### config.mk
export PLATFORM = sky130hd
export DESIGN_NAME = seven_seg_scan_ctrl
export DESIGN_NICKNAME = d
export VERILOG_FILES = /design/src/rtl/seven_seg_pkg.sv /design/src/rtl/seven_seg_hex_decoder.sv /design/src/rtl/seven_seg_scan_ctrl.sv
export SDC_FILE = /design/constraint.sdc
export NUM_CORES = 1
export LEC_CHECK = 0
export CORE_AREA = 2 2 76 71
export CTS_CLUSTER_SIZE = 24
export DETAILED_ROUTE_END_ITERATION = 6
export DIE_AREA = 0 0 78 73
export MAX_ROUTING_LAYER = met4
export PLACE_DENSITY = 0.77
export SYNTH_ARGS = -nofsm -noshare
export SYNTH_HDL_FRONTEND = slang
export SYNTH_SLANG_ARGS = --single-unit
export TNS_END_PERCENT = 20
### constraint.sdc
create_clock -name clk -period 5.87 [get_ports clk]
set_input_delay 1.174 -clock clk [delete_from_list [all_inputs] [get_ports clk]]
set_output_delay 1.174 -clock clk [all_outputs]
set_load 0.01 [all_outputs]
### src/rtl/seven_seg_pkg.sv
// Shared types and constants for the seven-segment scan controller.
package seven_seg_pkg;

   typedef enum logic {
      GAP  = 1'b0,
      SHOW = 1'b1
   } scan_state_e;

   localparam int unsigned SEG_W  = 7;
   localparam int unsigned NIB_W  = 4;

   localparam int unsigned SEG_G = 6;
   localparam int unsigned SEG_F = 5;
   localparam int unsigned SEG_A = 4;
   localparam int unsigned SEG_B = 3;
   localparam int unsigned SEG_C = 2;
   localparam int unsigned SEG_D = 1;
   localparam int unsigned SEG_E = 0;

   // Active-high gfabcde patterns, indexed by hex value (entry 15 listed first).
   localparam logic [15:0][SEG_W-1:0] SEG_TABLE = {
      7'b1110001,   // F
      7'b1110011,   // E
      7'b1001111,   // d
      7'b0110011,   // C
      7'b1100111,   // b
      7'b1111101,   // A
      7'b1111110,   // 9
      7'b1111111,   // 8
      7'b0011100,   // 7
      7'b1110111,   // 6
      7'b1110110,   // 5
      7'b1101100,   // 4
      7'b1011110,   // 3
      7'b1011011,   // 2
      7'b0001100,   // 1
      7'b0111111    // 0
   };

endpackage

### src/rtl/seven_seg_hex_decoder.sv
// Combinational hex nibble to gfabcde segment decoder.
module seven_seg_hex_decoder
   import seven_seg_pkg::*;
(
   input  logic [NIB_W-1:0] nibble,
   output logic [SEG_W-1:0] seg_c
);

   logic [SEG_W-1:0] row;

   // Gather each segment by name so the bus ordering lives in one place.
   always_comb begin
      row          = SEG_TABLE[nibble];
      seg_c        = '0;
      seg_c[SEG_G] = row[SEG_G];
      seg_c[SEG_F] = row[SEG_F];
      seg_c[SEG_A] = row[SEG_A];
      seg_c[SEG_B] = row[SEG_B];
      seg_c[SEG_C] = row[SEG_C];
      seg_c[SEG_D] = row[SEG_D];
      seg_c[SEG_E] = row[SEG_E];
   end

endmodule

### src/rtl/seven_seg_scan_ctrl.sv
// Multiplexed 7-segment scan controller with frame-synchronous shadow load.
// Optional leading-zero blanking: define SEVEN_SEG_LZ_BLANK_EN.
module seven_seg_scan_ctrl
   import seven_seg_pkg::*;
#(
   parameter int unsigned N_DIGITS     = 4,
   parameter int unsigned DWELL_CYCLES = 50000,
   parameter int unsigned GAP_CYCLES   = 500
)(
   input  logic                      clk,
   input  logic                      reset_n,
   input  logic                      enable,
   input  logic [4*N_DIGITS-1:0]     digits,
   input  logic                      upd_req,
   output logic                      upd_ack,
   output logic [SEG_W-1:0]          seg,
   output logic [N_DIGITS-1:0]       dig_en,
   output logic                      frame_start
);

   localparam int unsigned IDX_W   = (N_DIGITS > 1) ? $clog2(N_DIGITS) : 1;
   localparam int unsigned CNT_MAX = (DWELL_CYCLES > GAP_CYCLES) ? DWELL_CYCLES : GAP_CYCLES;
   localparam int unsigned CNT_W   = (CNT_MAX > 1) ? $clog2(CNT_MAX) : 1;
   localparam logic [IDX_W-1:0] IDX_LAST   = IDX_W'(N_DIGITS - 1);
   localparam logic [CNT_W-1:0] GAP_LOAD   = CNT_W'(GAP_CYCLES - 1);
   localparam logic [CNT_W-1:0] DWELL_LOAD = CNT_W'(DWELL_CYCLES - 1);

   scan_state_e               state_q, state_d;
   logic [IDX_W-1:0]          idx_q, idx_d;
   logic [CNT_W-1:0]          cnt_q, cnt_d;
   logic [4*N_DIGITS-1:0]     shadow_q;
   logic                      pending_q, pending_d;
   logic                      en_q;
   logic                      wrap, restart, frame_d, load;
   logic [SEG_W-1:0]          seg_d, dec_seg_c;
   logic [N_DIGITS-1:0]       dig_en_d;
   logic [NIB_W-1:0]          nibble;
   logic [N_DIGITS-1:0]       blank;

`ifdef SEVEN_SEG_LZ_BLANK_EN
   logic lead;

   // A digit blanks while it and every more-significant digit are zero; digit 0 never blanks.
   always_comb begin
      blank = '0;
      lead  = 1'b1;
      for (int i = int'(N_DIGITS) - 1; i >= 1; i--) begin
         lead     = lead & (shadow_q[4*i +: 4] == 4'h0);
         blank[i] = lead;
      end
   end
`else
   assign blank = '0;
`endif

   seven_seg_hex_decoder u_dec (
      .nibble (nibble),
      .seg_c  (dec_seg_c)
   );

   // Next-state and next-output logic; outputs are computed for the upcoming state.
   always_comb begin
      state_d  = state_q;
      idx_d    = idx_q;
      cnt_d    = cnt_q - 1'b1;
      wrap     = 1'b0;
      restart  = enable & ~en_q;

      if (!enable || restart) begin
         state_d = GAP;
         idx_d   = '0;
         cnt_d   = GAP_LOAD;
      end else if (cnt_q == '0) begin
         if (state_q == GAP) begin
            state_d = SHOW;
            cnt_d   = DWELL_LOAD;
         end else begin
            state_d = GAP;
            cnt_d   = GAP_LOAD;
            if (idx_q == IDX_LAST) begin
               idx_d = '0;
               wrap  = 1'b1;
            end else begin
               idx_d = idx_q + 1'b1;
            end
         end
      end

      frame_d   = wrap | restart;
      load      = frame_d & (pending_q | upd_req);
      pending_d = (pending_q | upd_req) & ~load;

      // Shadow only changes on GAP entry, so the current shadow is valid for any SHOW entry.
      nibble   = shadow_q[{idx_d, 2'b00} +: 4];
      seg_d    = '0;
      dig_en_d = '0;
      if (state_d == SHOW) begin
         dig_en_d = N_DIGITS'(1) << idx_d;
         if (!blank[idx_d]) seg_d = dec_seg_c;
      end
   end

   always_ff @(posedge clk or negedge reset_n) begin
      if (!reset_n) begin
         state_q     <= GAP;
         idx_q       <= '0;
         cnt_q       <= GAP_LOAD;
         shadow_q    <= '0;
         pending_q   <= 1'b0;
         en_q        <= 1'b1;
         seg         <= '0;
         dig_en      <= '0;
         upd_ack     <= 1'b0;
         frame_start <= 1'b0;
      end else begin
         state_q     <= state_d;
         idx_q       <= idx_d;
         cnt_q       <= cnt_d;
         pending_q   <= pending_d;
         en_q        <= enable;
         seg         <= seg_d;
         dig_en      <= dig_en_d;
         upd_ack     <= load;
         frame_start <= frame_d;
         if (load) shadow_q <= digits;
      end
   end

endmodule

# Yosys cells after proc, flatten, opt, wreduce, memory -nomap -nowiden
# Memory sizes are Yosys's and may differ from the RTL's.
# Index checks and enable logic that the tools add are counted.
# W data, S select, Z words.
dict set report totals {
  ff_bits 50
  latch_bits 0
  ramBits 0
  mem_bits_ro 112
  input_bits 20
  output_inout_bits 13
  mem_count 1
}
# name words width read_ports rd_clocked_by_memory_dff wr line_no
set memory_table {}
lappend memory_table {{(name not given)} 16 7 1 0 0 seven_seg_hex_decoder.sv:13} ;# row = SEG_TABLE[nibble];
dict set report op_classes {
  addsub 2
  mul 0
  div 0
  magnitude_cmp 2
  n_eq_ne 1
  shifts 2
  n_mux 20
  bitwise 7
  reduce_logical 3
}
# operator n
set op_table {}
lappend op_table {{$mux W16} 3}
lappend op_table {{$mux W7} 3}
lappend op_table {{$logic_not A16 Y1} 1}
lappend op_table {{$shiftx A16 B5 Y4} 1}
lappend op_table {{$sub A16 B1 Y16 const B} 1}
lappend op_table {{$mux W1} 8}
lappend op_table {{$mux W2} 4}
lappend op_table {{$lt A4 B5 Y1 const B} 1}
lappend op_table {{$mux W4} 1}
lappend op_table {{$shl A1 B2 Y4 const A} 1}
lappend op_table {{$and A1 B1 Y1} 3}
lappend op_table {{$lt A2 B3 Y1 const B} 1}
lappend op_table {{$add A2 B1 Y2 const B} 1}
lappend op_table {{$bmux W1 S2} 1}
lappend op_table {{$eq A2 B2 Y1 const B} 1}
lappend op_table {{$not A1 Y1} 2}
lappend op_table {{$or A1 B1 Y1} 2}
lappend op_table {{$logic_not A1 Y1} 1}
lappend op_table {{$logic_or A1 B1 Y1} 1}

# Depth between registers and ports, before layout
dict set report depth {
  ltp_word 10
  depth_mapped 15
}

# By module
# From an unflattened synthesis, not the netlist that was laid out.
dict set report unflattened {
  hier_cells 239
  area_unflattened_um2 2721.4
}
# module instances cells_each area_each_um2
set modules_own_cells {}
lappend modules_own_cells {seven_seg_scan_ctrl 1 206 2433.6}
lappend modules_own_cells {seven_seg_hex_decoder 1 33 287.8}

# Worst setup path after synthesis
# Ideal clock, no wire load.
dict set report synth_path {
  path_kind {input-to-reg}
  from {input port enable}
  to {register seg[4]}
  arrival_time_ns 3.041
  required_ns 5.801
  slack_ns 2.760
  path_stages 11
  n_path_buf 1
  path_cell_list {and2_1 -> clkbuf_1 -> o21ai_4 -> mux2i_1 -> mux2_2 -> inv_1 -> ha_1 -> nand2b_1 -> a2111o_1 -> o41a_1 -> nand3_1}
}
dict set report synth_via {
  elab_chain_cells 8
}
# element line_no
set synth_rtl {}
lappend synth_rtl {{start, declared} seven_seg_scan_ctrl.sv:12} ;# input logic enable,
lappend synth_rtl {{$and A1 B1 Y1 / $logic_not A1 Y1 (equally long branches)} {seven_seg_scan_ctrl.sv:67, seven_seg_scan_ctrl.sv:69}}
lappend synth_rtl {{$logic_or A1 B1 Y1 *} seven_seg_scan_ctrl.sv:69} ;# if (!enable || restart) begin
lappend synth_rtl {{$mux W2} seven_seg_scan_ctrl.sv:69}
lappend synth_rtl {{$shiftx A16 B5 Y4} seven_seg_scan_ctrl.sv:94} ;# nibble = shadow_q[{idx_d, 2'b00} +: 4];
lappend synth_rtl {{$mem_v2 Z16 W7} n/a}
lappend synth_rtl {{$mux W7 (implied by the code)} seven_seg_hex_decoder.sv:13}
lappend synth_rtl {{$mux W7} seven_seg_scan_ctrl.sv:99} ;# if (!blank[idx_d]) seg_d = dec_seg_c;
lappend synth_rtl {{$mux W7 *} seven_seg_scan_ctrl.sv:97} ;# if (state_d == SHOW) begin
lappend synth_rtl {{via seg_d[4]} seven_seg_scan_ctrl.sv:35} ;# logic [SEG_W-1:0] seg_d, dec_seg_c;
lappend synth_rtl {{end signal, assigned} seven_seg_scan_ctrl.sv:121} ;# seg <= seg_d;
lappend synth_rtl {{end, declared} seven_seg_scan_ctrl.sv:16} ;# output logic [SEG_W-1:0] seg,
# Mark *: on every way through the listed nets, which the timed path passes. The rest lies on a longest branch. The select of a mux whose other input is x is not followed.
# A chain may end at the register's enable or synchronous reset.

# Worst setup path in the final report
dict set report layout_path {
  from {register cnt_q[0]}
  to {register seg[4]}
}
dict set report layout_via {
  elab_chain_cells 8
}
# element line_no
set layout_rtl {}
lappend layout_rtl {{start, declared} seven_seg_scan_ctrl.sv:30} ;# logic [CNT_W-1:0] cnt_q, cnt_d;
lappend layout_rtl {{start signal, assigned} seven_seg_scan_ctrl.sv:118} ;# cnt_q <= cnt_d;
lappend layout_rtl {{$logic_not A16 Y1 *} seven_seg_scan_ctrl.sv:73} ;# end else if (cnt_q == '0) begin
lappend layout_rtl {{$mux W2} seven_seg_scan_ctrl.sv:73}
lappend layout_rtl {{$mux W2} seven_seg_scan_ctrl.sv:69}
lappend layout_rtl {{$shiftx A16 B5 Y4} seven_seg_scan_ctrl.sv:94}
lappend layout_rtl {{$mem_v2 Z16 W7} n/a}
lappend layout_rtl {{$mux W7 (implied by the code)} seven_seg_hex_decoder.sv:13}
lappend layout_rtl {{$mux W7} seven_seg_scan_ctrl.sv:99}
lappend layout_rtl {{$mux W7 *} seven_seg_scan_ctrl.sv:97}
lappend layout_rtl {{via seg_d[4]} seven_seg_scan_ctrl.sv:35}
# Marked as above.

==> impl_metrics.json <==
{
  "outcome": "completed",
  "cts_hold_buf": 0,
  "grt_pass1_vias": 1683,
  "crit_chain": "inv_1, ha_1, nor3b_2, and4_1, a21boi_4, o21ai_4, mux2i_1, mux2_2, inv_1, ha_1, nand2b_1, a2111o_1, o41a_1, nand3_1",
  "yosysTopAreaCell": "dfrtp_1",
  "path_class": "reg -> reg",
  "critical_path.max_fanout": 10,
  "ys_types": 62,
  "synth-simple-area-share_pct": 17.8,
  "powerDensity_nw_per_um2": 224,
  "cts-root-buf": "clkbuf_8",
  "die_area_um2": 5690,
  "r2r_start": "cnt_q[0]",
  "synth_xor_area_share_pct": 4.38,
  "initial_core_util_pct": 52.0,
  "critPathMaxStageDelay_ns": 0.52,
  "dr_total_vias": 1770,
  "first_pass_iters": 4,
  "row_count": 25,
  "crit_slowest_cell": "and4_1",
  "final_common_cell": "dfrtp_1",
  "hp-start": "cnt_q[0]",
  "antenna_found_initial": 0,
  "hp-class": "reg -> reg",
  "pre_cts_ws_ns": 2.14,
  "wl_um": 4520,
  "busiest_layer": "met2",
  "placed_cells": 315,
  "ys_warn_count": 0,
  "place_congestion": 0.778,
  "ir_worst_vdd_mv": 0.144,
  "synth_fa_ha_area_share_pct": 3.85,
  "p_leak_nw": 1.31,
  "cts_max_path_buffers": 2,
  "ys_ff_latch": 50,
  "relSlewSlack_pct": 28.0,
  "synthMuxAreaShare_pct": 9.81,
  "io_buffers": 32,
  "grt_util_all_layers_pct": 18.0,
  "fin_cells": 323,
  "grt_max_degree": 51,
  "via_per_inst": 5.48,
  "start_kind": "flop",
  "holdPathEnd": "cnt_q[0]",
  "tightest_slew_ns": 1.08,
  "cp.arrival_ns": 3.69,
  "insertion_delay_ns": 0.30,
  "critPathRequiredTime_ns": 6.10,
  "die-height_um": 73,
  "use_met3_pct": 2.97,
  "h-tree-depth": 2,
  "diodes": 0,
  "r2r-end": "seg[4]",
  "finalSetupViolations": 0,
  "max_cap_viol_count": 0,
  "synth_cells": 221,
  "globalRouteOverflowTotal": 0,
  "synth_ff_type": "dfrtp_1",
  "rsz0062_at_grt": "no",
  "yosysSeqAreaShare_pct": 48.5,
  "ff2ff_setup_slack_ns": 2.41,
  "reg2regPathDepth": 14,
  "max_freq_mhz": 289,
  "grtUsageMet1_pct": 24.6,
  "power_mw": 0.682,
  "drive_gt1_share_pct": 21.5,
  "cts_tree": "built",
  "cts_resized": 0,
  "synth_nets": 249,
  "ioPinCount": 33,
  "hold_viol_final": 0,
  "layout_common_cells": "dfrtp_1 (42), clkdlybuf4s50_1 (31), nor2_1 (17), mux2_2 (16), nand2_1 (11)",
  "post_cts_buffers": 0,
  "wl_per_cell_um": 14.0,
  "fillCellCount": 417,
  "cts_inserted_buffers": 5,
  "synth.top_cell.area_share_pct": 40.4,
  "floorplan.die.width_um": 78,
  "dp_hpwl_um": 3320,
  "clkTransAtPathRegs_ns": 0.09,
  "worst_clock_skew_ns": 0.00739,
  "setup_slack_ns": 2.41,
  "drc": 0,
  "syn_avg_cell_area_um2": 11.8,
  "syn-cell-area_um2": 2600,
  "area_growth_pct": 17.2,
  "core_region_area_um2": 5000,
  "setup_tns_ns": 0,
  "drtIter0Drc": 74,
  "cp-end-kind": "flop",
  "min_path_cells": 1,
  "synth.area.top_cells": "dfrtp_1 (40%), dfstp_2 (8.1%), mux2_2 (6.9%)",
  "nNetsFinal": 283,
  "synth_compound_area_share_pct": 12.4,
  "tritoncts_num_sinks": 50,
  "slew_viol_final": 0,
  "synth_edf_count": 0,
  "antenna_left": 0,
  "async_reset_ff_share_pct": 100,
  "fin_crit_sh_pct": 58.9,
  "grt_pass1_wl_um": 7800,
  "fin_crit_ns": 3.46,
  "synth_top_family_by_area": "simple AND/OR/NAND/NOR gates",
  "grtUsageMet2_pct": 27.1
}
sequential cells by signal (all words and copies together) (netlist names):
name         count
pending_q        1
shadow_q        16
upd_ack          1
seg              7
dig_en           4
cnt_q           16
idx_q            2
en_q             1
frame_start      1
state_q          1
layout make-up:
class | count | area, µm² | share of cell area, %
Inverter | 11 | 46.3 | 1.52
Clock buffer | 8 | 80.1 | 2.63
Timing Repair Buffer | 33 | 323 | 10.6
Sequential cell | 50 | 1260 | 41.4
Multi-Input combinational cell | 154 | 1250 | 41.2
Tap cell | 67 | 83.8 | 2.75
cells in the mapped netlist, drive strengths merged (5+ instances only):
cell and number:
nor3 8, nor4 5, mux2i 6, nor2 18, inv 10, xnor2 10, dfrtp 42, mux2 17
o21ai 12, dfstp 8, nand3 7, ha 8, nand2 12, a21oi 5
per-stage QoR:
stage          utilization (%)  hold slack [ns]  cell area, µm²
6_report                  60.9            0.458            3050
3_3_place_gp              59.3            0.438            2970
2_1_floorplan                -            0.428            2600
5_1_grt                   60.9            0.479            3050
3_5_place_dp              59.3            0.440            2970
4_1_cts                   60.9            0.462            3050
worst max-delay path: cells and delay by family, from the launching register on:
| family | cells | cell delay (ns) |
|---|---|---|
| AND/OR/NAND/NOR | 4 | 1.05 |
| AO/OA/AOI/OAI | 4 | 0.95 |
| buffers and inverters | 2 | 0.14 |
| adder cells (fa/ha/maj) | 2 | 0.38 |
| flip-flops | 1 | 0.38 |
| multiplexers | 2 | 0.47 |
where the power goes:
part           internal (mW)  leakage (nW)  switching (mW)  total, mW
registers              0.368         0.631          0.0120      0.380
logic                 0.0544         0.642          0.0574      0.112
clock network         0.0849        0.0395           0.105      0.190
routing by layer:
metal,part of all wire [%],up-vias,routed length [µm]
li1,-,859,-
met1,48,867,2150
met2,47,42,2140
met3,4.5,2,203
met4,0.51,0,23
met5,0,-,0
logic make-up (layout without fill, tap and decap cells):
group | Yosys count | after routing
AO/OA/AOI/OAI | 38 | 38
flip-flops | 50 | 50
adder cells (fa/ha/maj) | 8 | 8
XOR/XNOR | 13 | 13
buffers and inverters | 17 | 52
AND/OR/NAND/NOR | 72 | 72
multiplexers | 23 | 23
worst max-delay path by stage:
stage                         from      to  slack [ns]  cells past startpoint
after floorplan             enable  seg[4]        2.76                     11
after global placement      enable  seg[4]        2.21                     11
after detailed placement    enable  seg[4]        2.14                     11
final                     cnt_q[0]  seg[4]        2.41                     14
after CTS                 cnt_q[0]  seg[4]        2.41                     14
after global routing      cnt_q[0]  seg[4]        2.08                     14
Note: power is estimated with default switching activity, not from simulation.
